### src/rtl/mavg_pkg.sv
// mavg_pkg: shared types and helpers for the multi-channel moving-average filter.
//   acc_width()  - running-sum width for a given sample width and window depth
//   mavg_state_e - window state: FILL (count < N) or RUN (count == N)
package mavg_pkg;

  typedef enum logic {
    FILL = 1'b0,
    RUN  = 1'b1
  } mavg_state_e;

  // The sum of 2**log2_n signed data_w-bit samples needs log2_n extra bits.
  function automatic int acc_width(input int data_w, input int log2_n);
    return data_w + log2_n;
  endfunction

endpackage

### src/rtl/mavg_ring.sv
// mavg_ring: single-channel ring of 2**LOG2_N samples, DATA_W bits each.
// The pointer is supplied from outside so that all channels share one.
// Ports:
//   clock     - system clock
//   wr_en_i   - write wr_data_i at ptr_i on the rising edge
//   ptr_i     - shared read/write pointer
//   wr_data_i - sample to store
//   rd_data_o - current contents at ptr_i (combinational, so it is the old
//               value that the same-cycle write is about to replace)
// Storage has no reset; stale contents are masked by the fill count upstream.
module mavg_ring #(
  parameter int DATA_W = 24,
  parameter int LOG2_N = 3
) (
  input  logic              clock,
  input  logic              wr_en_i,
  input  logic [LOG2_N-1:0] ptr_i,
  input  logic [DATA_W-1:0] wr_data_i,
  output logic [DATA_W-1:0] rd_data_o
);

  logic [DATA_W-1:0] mem_q [0:(1<<LOG2_N)-1];

  always_ff @(posedge clock) begin
    if (wr_en_i) begin
      mem_q[ptr_i] <= wr_data_i;
    end
  end

  assign rd_data_o = mem_q[ptr_i];

endmodule

### src/rtl/mavg_filter_mc.sv
// mavg_filter_mc: multi-channel boxcar moving-average filter over the last
// 2**LOG2_N samples of each channel, using one full-precision running sum per
// channel and a registered, strobe-qualified output.
// Build option: define MAVG_ROUND_EN for round-half-up output; without it the
// output is the truncating (toward -inf) average. Stored sums are identical.
// Ports:
//   clock, reset - system clock; synchronous active-high reset
//   clear        - synchronous flush of window, sums, fill count and pointer
//   in_valid     - one sample per channel accepted per cycle when high
//   in_data      - channel c at [c*DATA_W +: DATA_W], two's complement
//   out_valid    - one-cycle strobe, out_data holds a fresh average
//   out_data     - per-channel average, same packing as in_data
//   filled       - high while the window holds N samples
//   dbg_state    - current window state, for observation only
// Handshake: no backpressure. Every cycle with in_valid=1 and clear=0 is an
// accept; out_valid pulses exactly one cycle after each accept that leaves the
// window full, and out_data only changes on those pulses (or reset).
module mavg_filter_mc
  import mavg_pkg::*;
#(
  parameter int DATA_W = 24,
  parameter int LOG2_N = 3,
  parameter int CH     = 2
) (
  input  logic                 clock,
  input  logic                 reset,
  input  logic                 clear,
  input  logic                 in_valid,
  input  logic [CH*DATA_W-1:0] in_data,
  output logic                 out_valid,
  output logic [CH*DATA_W-1:0] out_data,
  output logic                 filled,
  output mavg_state_e          dbg_state
);

  localparam int ACC_W = acc_width(DATA_W, LOG2_N);
  localparam int CNT_W = LOG2_N + 1;
  localparam logic [CNT_W-1:0] N_CNT = {1'b1, {LOG2_N{1'b0}}};

  mavg_state_e          state_q, state_d;
  logic [CNT_W-1:0]     count_q, count_d;
  logic [LOG2_N-1:0]    wr_ptr_q, wr_ptr_d;
  logic                 out_valid_q, out_valid_d;
  logic [CH*DATA_W-1:0] out_data_q, out_data_d;
  logic [CH*DATA_W-1:0] avg_w;
  logic                 accept;

  // clear wins over a coincident sample, which is then dropped.
  assign accept = in_valid & ~clear;

  always_comb begin
    state_d     = state_q;
    count_d     = count_q;
    wr_ptr_d    = wr_ptr_q;
    out_valid_d = 1'b0;
    out_data_d  = out_data_q;
    if (clear) begin
      state_d  = FILL;
      count_d  = '0;
      wr_ptr_d = '0;
    end else if (in_valid) begin
      wr_ptr_d = wr_ptr_q + LOG2_N'(1);
      case (state_q)
        FILL: begin
          count_d = count_q + CNT_W'(1);
          if (count_d == N_CNT) begin
            state_d = RUN;
          end
        end
        RUN:     count_d = count_q;
        default: state_d = FILL;
      endcase
      if (count_d == N_CNT) begin
        out_valid_d = 1'b1;
        out_data_d  = avg_w;
      end
    end
  end

  always_ff @(posedge clock) begin
    if (reset) begin
      state_q     <= FILL;
      count_q     <= '0;
      wr_ptr_q    <= '0;
      out_valid_q <= 1'b0;
      out_data_q  <= '0;
    end else begin
      state_q     <= state_d;
      count_q     <= count_d;
      wr_ptr_q    <= wr_ptr_d;
      out_valid_q <= out_valid_d;
      out_data_q  <= out_data_d;
    end
  end

  for (genvar c = 0; c < CH; c++) begin : g_ch
    logic [DATA_W-1:0]       x;
    logic [DATA_W-1:0]       old_raw;
    logic [DATA_W-1:0]       oldest;
    logic signed [ACC_W-1:0] sum_q, sum_d;

    assign x = in_data[c*DATA_W +: DATA_W];

    mavg_ring #(
      .DATA_W (DATA_W),
      .LOG2_N (LOG2_N)
    ) u_ring (
      .clock     (clock),
      .wr_en_i   (accept & ~reset),
      .ptr_i     (wr_ptr_q),
      .wr_data_i (x),
      .rd_data_o (old_raw)
    );

    // Until the window is full the slot being overwritten holds nothing
    // that is part of the sum.
    assign oldest = (state_q == RUN) ? old_raw : '0;

    assign sum_d = sum_q
                 + $signed({{LOG2_N{x[DATA_W-1]}}, x})
                 - $signed({{LOG2_N{oldest[DATA_W-1]}}, oldest});

    always_ff @(posedge clock) begin
      if (reset || clear) begin
        sum_q <= '0;
      end else if (in_valid) begin
        sum_q <= sum_d;
      end
    end

`ifdef MAVG_ROUND_EN
    // floor((s + 2**(LOG2_N-1)) / 2**LOG2_N) equals floor(s / 2**LOG2_N) plus
    // bit LOG2_N-1 of s, so the half-LSB add reduces to a carry-in on the
    // quotient. A rounded mean of in-range samples is itself in range, so the
    // DATA_W-bit add cannot wrap.
    assign avg_w[c*DATA_W +: DATA_W] = sum_d[ACC_W-1:LOG2_N]
                                     + DATA_W'(sum_d[LOG2_N-1]);
`else
    // ACC_W = DATA_W + LOG2_N, so the upper DATA_W bits of the sum are
    // exactly the low DATA_W bits of sum >>> LOG2_N.
    assign avg_w[c*DATA_W +: DATA_W] = sum_d[ACC_W-1:LOG2_N];
`endif
  end

  assign out_valid = out_valid_q;
  assign out_data  = out_data_q;
  assign filled    = (state_q == RUN);
  assign dbg_state = state_q;

endmodule

### config.mk
export PLATFORM = sky130hd
export DESIGN_NAME = mavg_filter_mc
export DESIGN_NICKNAME = d
export VERILOG_FILES = /design/src/rtl/mavg_pkg.sv /design/src/rtl/mavg_ring.sv /design/src/rtl/mavg_filter_mc.sv
export SDC_FILE = /design/constraint.sdc
export NUM_CORES = 1
export LEC_CHECK = 0
export CAP_MARGIN = 25
export CORE_ASPECT_RATIO = 0.75
export CORE_MARGIN = 2
export CORE_UTILIZATION = 40
export CTS_CLUSTER_SIZE = 25
export DETAILED_ROUTE_END_ITERATION = 10
export PLACE_DENSITY = 0.6
export SLEW_MARGIN = 20
export SYNTH_ARGS = -nofsm -noshare
export SYNTH_HDL_FRONTEND = slang
export SYNTH_SLANG_ARGS = --single-unit
### constraint.sdc
create_clock -name clock -period 24 [get_ports clock]
set_clock_uncertainty 0.05 [all_clocks]
set_input_delay 7.2 -clock clock [delete_from_list [all_inputs] [get_ports clock]]
set_output_delay 7.2 -clock clock [all_outputs]
set_load 0.03 [all_outputs]
==> impl_metrics.tcl <==
set metrics [dict create \
    ctsRootBufferMaster "clkbuf_16" \
    drt_iter0_markers 1332 \
    ys.flop_type "edfxtp_1" \
    grt_first_pass_wirelength_mm 82.60 \
    start_util_pct 40.32 \
    yosys_warnings 0 \
    crit_path_top_delay_cell "clkdlybuf4s50_1" \
    synth_fp_nets 1816 \
    rsz0062_at_grt "no" \
    cts_resized 0 \
    layout-drive-gt1-share_pct 12.54 \
    total_power_mw 2.014 \
    diodes 0 \
    cts_sinks 498 \
    clk_latency_ns 0.59 \
    outcome "finished, final reports clean" \
    synthDistinctLibCells 64 \
    yosys-top-cells-area "edfxtp_1 (50%), dfxtp_1 (9.9%), mux4_2 (9.4%)" \
    avgRoutedWirePerCell_um 21.10 \
    ant_nets 0 \
    dpl.hpwl_mm 34.06 \
    syn_to_final_growth_pct 15.27 \
    die_w_um 281.2 \
    rows 76 \
    synth_seq_cells 498 \
    synth_top_cell_by_area "edfxtp_1" \
    power.density_nw_per_um2 75.83 \
    grt_overflow 0 \
    ir_drop_mv 0.04675 \
    cts_setup_buffers 0 \
    placement.io_buffers 102 \
    ctsHoldBuffers 0 \
    finalCritPeriodShare_pct 43.36 \
    drt_wl_total_mm 54.31 \
    htreeDepth 2 \
    finalSetupViolCount 0 \
    worst_setup_path_start_kind "input pin" \
    synthCells 1654 \
    gr-usage-all-layers_pct 18.46 \
    syn_area_um2 23040 \
    io_pins 103 \
    synthArstFlopShare_pct 0 \
    maxCapViolCount 0 \
    drc_errors 0 \
    antenna_found_initial 0 \
    finalNetCount 1915 \
    fillers 5028 \
    clk_path_buf_depth 3 \
    cts_tree "built" \
    crit_path_max_incr_delay_ns 0.63 \
    clock.fmax_mhz 96.10 \
    final_common_cell "edfxtp_1" \
    dieArea_um2 59560 \
    clk_pin_slew_worst_paths_ns 0.06 \
    first_pass_iters 5 \
    p_leak_nw 9.247 \
    grt_max_degree 61 \
    cp.arrival_ns 10.80 \
    hold_viol 0 \
    synth_top_area_share_pct 50.04 \
    multiInputGateArea_um2 8249 \
    viasPerCell 5.245 \
    register_area_um2 13830 \
    core_um2 57150 \
    fin_crit_ns 10.41 \
    vias 13500 \
    cts_buffers 50 \
    criticalPathCategory "in2reg" \
    holdCritPathClass "reg2reg" \
    crit_chain "clkdlybuf4s50_1 > inv_1 > fa_1 > inv_1 > ha_1 > a211oi_1 > o21bai_2 > o21ai_1 > a41o_1 > o31ai_4 > a211oi_1 > or4_1 > o311ai_1" \
    critical_path_peak_fanout 9 \
    worstPathRequired_ns 24.39 \
    synth_edf_count 384 \
    worst_slew_pin_slew_ns 0.9952 \
    fin_setup_tns_ns 0 \
    gp_congestion 0.8655 \
    die_h_um 211.9 \
    relSlewSlack_pct 33.65 \
    final_cell_mix "edfxtp_1 (384), inv_1 (193), dfxtp_1 (110)" \
    end_kind "flip-flop" \
    synth_area_per_cell_um2 13.93 \
    slew_violations 0 \
    grt_pass1_vias 13660 \
    synth-seq-area-share_pct 59.94 \
]
==> registers in the layout, indices dropped and copies added, names as in the netlist, named ones only <==
name / flops
count_q: 4
out_valid: 1
wr_ptr_q: 3
g_ch.sum_q: 54
g_ch.u_ring.mem_q: 384
dbg_state: 1
out_data: 48
==> critical path: cells and delay by family <==
| family | cells | cell delay [ns] |
|---|---|---|
| compound gates | 7 | 1.76 |
| fa+ha+maj | 2 | 0.83 |
| buf+inv | 3 | 0.81 |
| simple gates | 1 | 0.19 |
==> metrics by stage <==
step / worst slack, ns / instances / hold slack, ns / utilization (%) / area, um2
2_1_floorplan: 10.57 / 1654 / 0.3750 / - / 23040
3_3_place_gp: 13.07 / 2481 / 0.3909 / 43.69 / 24970
3_5_place_dp: 13.01 / 2481 / 0.3946 / 43.69 / 24970
4_1_cts: 13.62 / 2574 / 0.4029 / 46.48 / 26560
5_1_grt: 13.43 / 2574 / 0.4269 / 46.48 / 26560
6_report: 13.59 / 2574 / 0.4013 / 46.48 / 26560
==> cells by family after synthesis <==
logic type      count (synthesis)  share of synthesized area, %
buf+inv                       272                         4.496
fa+ha+maj                     110                         7.667
compound gates                236                         6.679
mux                           174                         12.80
xor+xnor                       59                         2.243
simple gates                  305                         6.168
flops                         498                         59.94
==> layer usage <==
metal | track usage [%] | wire (um)
met2 | 27.73 | 23640
met5 | 0 | 0
met4 | 4.592 | 1108
met3 | 3.256 | 3210
met1 | 27.76 | 26350
==> where the power goes <==
group / switching, mW / total, mW / internal (mW)
registers: 0.00862 / 0.948 / 0.939
logic: 0.178 / 0.297 / 0.119
clock network: 0.328 / 0.769 / 0.441
==> path summary, 6_finish.rpt <==
check,startpoint,endpoint,slack [ns],depth (start not counted)
setup / recovery,in_data[1],g_ch[0].sum_q[23],13.59,13
setup reg to reg,flip-flop,g_ch[0].sum_q[23],18.47,14
hold reg to reg,g_ch[1].sum_q[23],g_ch[1].sum_q[23],0.40,2
hold / removal,g_ch[1].sum_q[23],g_ch[1].sum_q[23],0.40,2
==> Yosys cell counts, types with 7 or more instances <==
| cell type | n |
|---|---|
| a21o_1 | 24 |
| edfxtp_1 | 384 |
| fa_1 | 52 |
| nor2b_1 | 48 |
| xor2_1 | 31 |
| ha_1 | 58 |
| mux4_2 | 96 |
| inv_1 | 193 |
| xnor2_1 | 28 |
| buf_1 | 8 |
| o211ai_1 | 7 |
| a31oi_1 | 8 |
| dfxtp_1 | 114 |
| nand4_1 | 9 |
| clkbuf_1 | 61 |
| buf_2 | 9 |
| a211oi_1 | 24 |
| o21ai_0 | 42 |
| mux2i_1 | 72 |
| nor2_1 | 90 |
| nand2_1 | 106 |
| nand3_1 | 15 |
| a21oi_1 | 72 |
| o22ai_1 | 8 |
| o21ai_1 | 9 |
==> cell type report <==
cell class	count	area share [%]
clock buffers	69	5.134
clock inverters	24	0.8761
inverters	193	2.727
multi-input cells	884	31.06
flip-flops and latches	498	52.05
well taps	780	3.674
repair buffers	126	4.484
Power figures use the tool's default switching activity.
